File: src/rtl/vpu_ub_writer.sv
// rtl/vpu_ub_writer.sv - VPU lane results buffered per lane and serialised into unified-buffer writes.
// Optional macro VPU_UB_WRITER_PERF_EN adds the ub_stall_cycles output.
module vpu_ub_writer #(
  parameter int DATA_W     = 16,
  parameter int ADDR_W     = 8,
  parameter int FIFO_DEPTH = 4
) (
  input  logic              clk,
  input  logic              rst,
  input  logic              start,
  input  logic [ADDR_W-1:0] base_addr,
  input  logic [ADDR_W-1:0] num_rows,
  input  logic [DATA_W-1:0] lane_data_1,
  input  logic [DATA_W-1:0] lane_data_2,
  input  logic              lane_valid_1,
  input  logic              lane_valid_2,
  output logic              ub_wr_en,
  output logic [ADDR_W-1:0] ub_wr_addr,
  output logic [DATA_W-1:0] ub_wr_data,
  input  logic              ub_wr_ready,
  output logic              busy,
  output logic              done,
  output logic              overflow
`ifdef VPU_UB_WRITER_PERF_EN
  ,
  output logic [15:0]       ub_stall_cycles
`endif
);
  localparam int PW = $clog2(FIFO_DEPTH);
  localparam int EW = ADDR_W + DATA_W;

  typedef enum logic [1:0] {S_IDLE, S_RUN, S_DRAIN, S_DONE} state_t;

  state_t            state_q, state_d;
  logic [ADDR_W-1:0] base_q, rows_q;
  logic [ADDR_W-1:0] row_q  [2];
  logic [ADDR_W-1:0] row_d  [2];
  logic [PW:0]       wptr_q [2];
  logic [PW:0]       rptr_q [2];
  logic [EW-1:0]     mem_q  [2][FIFO_DEPTH];
  logic [EW-1:0]     tag    [2];
  logic [DATA_W-1:0] ldata  [2];
  logic              overflow_q, prio_q, hold_q, hold_lane_q;
  logic [1:0]        valid, cap, push, pop, ne, full, last;
  logic              active, launch, grant, xfer, drop;
  logic [EW-1:0]     head;

  always_comb begin
    ldata[0] = lane_data_1;
    ldata[1] = lane_data_2;
    valid    = {lane_valid_2, lane_valid_1};
    active   = (state_q == S_RUN) || (state_q == S_DRAIN);
    launch   = (state_q == S_IDLE) && start;
    for (int l = 0; l < 2; l++) begin
      ne[l]    = wptr_q[l] != rptr_q[l];
      full[l]  = (wptr_q[l][PW] != rptr_q[l][PW]) && (wptr_q[l][PW-1:0] == rptr_q[l][PW-1:0]);
      cap[l]   = (state_q == S_RUN) && valid[l] && (row_q[l] != rows_q);
      row_d[l] = row_q[l] + ADDR_W'(cap[l]);
      // Lane l of row r lands at base + 2r + l; the sum wraps naturally at ADDR_W bits.
      tag[l]   = {base_q + {row_q[l][ADDR_W-2:0], 1'b0} + ADDR_W'(l), ldata[l]};
    end
    ub_wr_en = active && (|ne);
    // A stalled request keeps its lane so address/data cannot change under the consumer.
    if (hold_q)     grant = hold_lane_q;
    else if (&ne)   grant = prio_q;
    else            grant = !ne[0];
    xfer        = ub_wr_en && ub_wr_ready;
    pop         = '0;
    pop[grant]  = xfer;
    push        = cap & (~full | pop);
    drop        = |(cap & full & ~pop);
    head        = mem_q[grant][rptr_q[grant][PW-1:0]];
    ub_wr_addr  = ub_wr_en ? head[EW-1:DATA_W] : '0;
    ub_wr_data  = ub_wr_en ? head[DATA_W-1:0] : '0;
    for (int l = 0; l < 2; l++) begin
      last[l] = (wptr_q[l] - rptr_q[l]) == (PW+1)'(pop[l]);
    end
    busy     = active;
    done     = state_q == S_DONE;
    overflow = overflow_q;

    state_d = state_q;
    case (state_q)
      S_IDLE:  if (launch) state_d = (num_rows == '0) ? S_DONE : S_RUN;
      S_RUN:   if (row_d[0] == rows_q && row_d[1] == rows_q) state_d = S_DRAIN;
      S_DRAIN: if (&last) state_d = S_DONE;
      S_DONE:  state_d = S_IDLE;
      default: state_d = S_IDLE;
    endcase
  end

  always_ff @(posedge clk or posedge rst) begin
    if (rst) begin
      state_q     <= S_IDLE;
      base_q      <= '0;
      rows_q      <= '0;
      overflow_q  <= 1'b0;
      prio_q      <= 1'b0;
      hold_q      <= 1'b0;
      hold_lane_q <= 1'b0;
      for (int l = 0; l < 2; l++) begin
        row_q[l]  <= '0;
        wptr_q[l] <= '0;
        rptr_q[l] <= '0;
      end
    end else begin
      state_q     <= state_d;
      hold_q      <= ub_wr_en && !ub_wr_ready;
      hold_lane_q <= grant;
      if (xfer) prio_q <= ~grant;
      if (launch) begin
        base_q     <= base_addr;
        rows_q     <= num_rows;
        overflow_q <= 1'b0;
        for (int l = 0; l < 2; l++) begin
          row_q[l]  <= '0;
          wptr_q[l] <= '0;
          rptr_q[l] <= '0;
        end
      end else begin
        if (drop) overflow_q <= 1'b1;
        for (int l = 0; l < 2; l++) begin
          row_q[l]  <= row_d[l];
          wptr_q[l] <= wptr_q[l] + (PW+1)'(push[l]);
          rptr_q[l] <= rptr_q[l] + (PW+1)'(pop[l]);
        end
      end
    end
  end

  always_ff @(posedge clk) begin
    for (int l = 0; l < 2; l++) begin
      if (push[l]) mem_q[l][wptr_q[l][PW-1:0]] <= tag[l];
    end
  end

`ifdef VPU_UB_WRITER_PERF_EN
  logic [15:0] stall_q;

  always_ff @(posedge clk or posedge rst) begin
    if (rst) begin
      stall_q <= '0;
    end else if (launch) begin
      stall_q <= '0;
    end else if (active && ub_wr_en && !ub_wr_ready && stall_q != 16'hFFFF) begin
      stall_q <= stall_q + 16'd1;
    end
  end

  assign ub_stall_cycles = stall_q;
`endif

endmodule

File: config.mk
export PLATFORM = sky130hd
export DESIGN_NAME = vpu_ub_writer
export DESIGN_NICKNAME = d
export VERILOG_FILES = /design/src/rtl/vpu_ub_writer.sv
export SDC_FILE = /design/constraint.sdc
export NUM_CORES = 1
export LEC_CHECK = 0
export CORE_AREA = 2 2 152 154
export DETAILED_ROUTE_END_ITERATION = 12
export DIE_AREA = 0 0 154 156
export PLACE_DENSITY_LB_ADDON = 0.3
export REMOVE_ABC_BUFFERS = 1
export SLEW_MARGIN = 15
export SYNTH_ARGS = -nofsm -noshare
export SYNTH_HDL_FRONTEND = slang
export SYNTH_SLANG_ARGS = --single-unit
File: constraint.sdc
create_clock -name clk -period 4.4 [get_ports clk]
set_input_delay 0.44 -clock clk [delete_from_list [all_inputs] [get_ports clk]]
set_output_delay 0.44 -clock clk [all_outputs]
set_load 0.01 [all_outputs]
==> run summary <==
Worst reg2reg endpoint = state_q[1]
Critical Path Start Type = flop
Worst EP arrival = 3590 ps
Clk sink count = 242
Reg area = 7020 µm²
Crit Path Category = flop to output port
Flops & latches, synth = 242
Via/cell ratio = 5.42
Starting Density = 0.495
Fin. max-slew vios = 0
Post-CTS setup buffers = 0
Fillers = 1756
Placement Rows = 55
Initial antenna violation count = 0
Fin nets = 1016
Clock buffer depth = 3
Max-slew headroom at the worst pin = 0.368
Gpl congestion = 0.838
Number of enable flip-flop cells after synthesis = 192
Die H = 156 µm
WL per Instance = 17.8 µm
R2R Setup Slk = 780 ps
Worst slack, placed = 749 ps
Tot GR Track Use = 0.181
Status = complete, no violations
Initial DRC Count = 378
Synthesized cell area = 11100 µm²
Max-cap violations = 0
Vias in the first global route = 6472
Fin Setup TNS = 0 ps
Cells after Synth = 848
Total congestion overflow = 0
FF-to-FF path depth = 13
Synth cell types = 58
Worst hold path class = input port to async pin
Area occupied by multi-input gates = 3780 µm²
# port buffers = 81
Synth-to-Final Area Change = 17.1%
Worst-case vdd ir drop = 653 µV
Final setup viols = 0
Fraction of layout cells with a size suffix above 1 = 0.0786
Synth area leader = edfxtp_1
H-tree depth = 1
Final Skew = 10.7 ps
CTS tree = built
Chip width = 154 µm
First-pass GRT wire length = 34100 µm
Routed via count = 6645
Final worst-path cycle share = 0.916
Worst setup EP type = output port
Core region area = 22400 µm²
Num CTS Buffers = 25
RSZ-0062 raised after global routing = no
Reg2reg start = rows_q[2]
IO Pins = 82
Final min period = 4030 ps
Syn_area_per_cell = 13.1 µm²
Worst Tran Pin Value = 948 ps
Post-route setup slack = 368 ps
Routed Antenna Nets = 0
Pre-antenna DRT Iters = 6
Largest net degree at the start of global routing = 103
Static leakage = 4.79 nW
Drt total wl = 21800 µm
Die Footprint = 24000 µm²
Synth area leaders = edfxtp_1, dfrtp_1, a211oi_1
DRC = 0
Sequential share of the synthesized area = 0.633
Post-synth ARST share = 0.207
Most common library cells after synthesis = edfxtp_1, a211oi_1, a21oi_1
Synth Flop Type = edfxtp_1
Most common cell in the netlist = edfxtp_1
Post-DP HPWL = 13500 µm
Worst-path fanout max = 22
# diodes = 0
Yosys warnings = 0
Worst-Skew Late Latency = 500 ps
Req. time, crit path = 3960 ps
Post-cts resize count = 0
Top cell type's share of synthesized area = 0.520
Final Hold Vio Count = 0
Worst-path clk slew = 50 ps
Root Buffer Master = clkbuf_16
Max Clk Rate = 0.248 GHz
PD cells = 737 nW/µm²
CTS Hold Bufs = 0
-- report_power, final --
| part | total [mW] | internal, mW | switching (mW) |
|---|---|---|---|
| combinational | 4.32 | 1.84 | 2.48 |
| clock | 1.96 | 1.15 | 0.810 |
| sequential | 3.28 | 3.03 | 0.242 |
-- critical path, stage by stage, from the launching register on --
cell             delay (ps)
dfrtp_1                 410
inv_1                   110
ha_1                    350
nand2_1                 140
o21ai_0                 380
nand2_4                 120
mux2i_4                 440
buf_4                   360
a211oi_1                 80
a21oi_1                 150
nor2_1                   50
clkdlybuf4s50_1         480
-- flip-flops by register name, indices dropped and copies added, names as in the netlist, 2 cells and up --
register / cells
wptr_q: 6
row_q: 16
rptr_q: 6
state_q: 2
mem_q: 192
rows_q: 8
base_q: 8
-- cell type report --
| type | instances | share of cell area |
|---|---|---|
| Inverter | 30 | 0.00868 |
| Clock buffer | 30 | 0.0497 |
| Multi-Input combinational cell | 529 | 0.292 |
| Tap cell | 285 | 0.0275 |
| Sequential cell | 242 | 0.541 |
| Timing Repair Buffer | 97 | 0.0727 |
| Clock inverter | 13 | 0.00868 |
-- metal layers --
layer  GRT usage  share of wire  vias to the layer above
met5           0              0                        -
met4      0.0494          0.019                        0
met3      0.0242          0.042                       31
met2       0.299           0.47                      148
met1       0.254           0.46                     3203
li1            -              -                     3263
-- metrics by stage --
stage | cell area (µm²) | power (mW) | util | std cells | hold WS, ps
2_1_floorplan | 10900 | 6.04 | - | 801 | 455
3_3_place_gp | 12200 | 7.59 | 0.546 | 1183 | 478
3_5_place_dp | 12200 | 7.68 | 0.546 | 1183 | 488
4_1_cts | 13000 | 9.64 | 0.580 | 1226 | 445
5_1_grt | 13000 | 10.2 | 0.580 | 1226 | 463
6_report | 13000 | 9.56 | 0.580 | 1226 | 428
-- kinds of logic (layout without fill, tap and decap cells) --
logic type,after synthesis,in the layout,synth area share
fa+ha+maj,37,37,0.0445
mux,53,53,0.0501
compound gates,172,172,0.104
simple gates,218,218,0.0991
xor+xnor,49,49,0.0401
buf+inv,77,170,0.0294
flops,242,242,0.633
-- worst max path at each step --
stage	from	end	depth (start not counted)
3_5_place_dp	row_q[10]	state_q[1]	13
6_report	wptr_q[0]	ub_wr_data[10]	11
2_1_floorplan	rptr_q[3]	mem_q[0][0]	7
4_1_cts	wptr_q[0]	ub_wr_data[10]	11
3_3_place_gp	row_q[10]	state_q[1]	13
5_1_grt	wptr_q[0]	ub_wr_data[1]	11
-- cell usage in the layout (no fill, tap or decap), drive strengths merged, types with 2 or more instances in the layout --
cell and instances:
fa 4, bufinv 2, xnor2 26, xor2 23
nor2 49, a211oi 73, nor4 6, nand4 3
o21ai 9, a21o 6, nand4b 2, ha 33
o21a 2, a31oi 2, dfrtp 50, nand3 8
buf 16, inv 30, or3 4, nor3 13
o21bai 4, mux2i 52, clkinv 11, and2 15
nor2b 50, nand2 59, and3 4, edfxtp 192
a21oi 64, clkdlybuf4s50 81, clkbuf 30
Note: power is estimated with default switching activity, not from simulation.
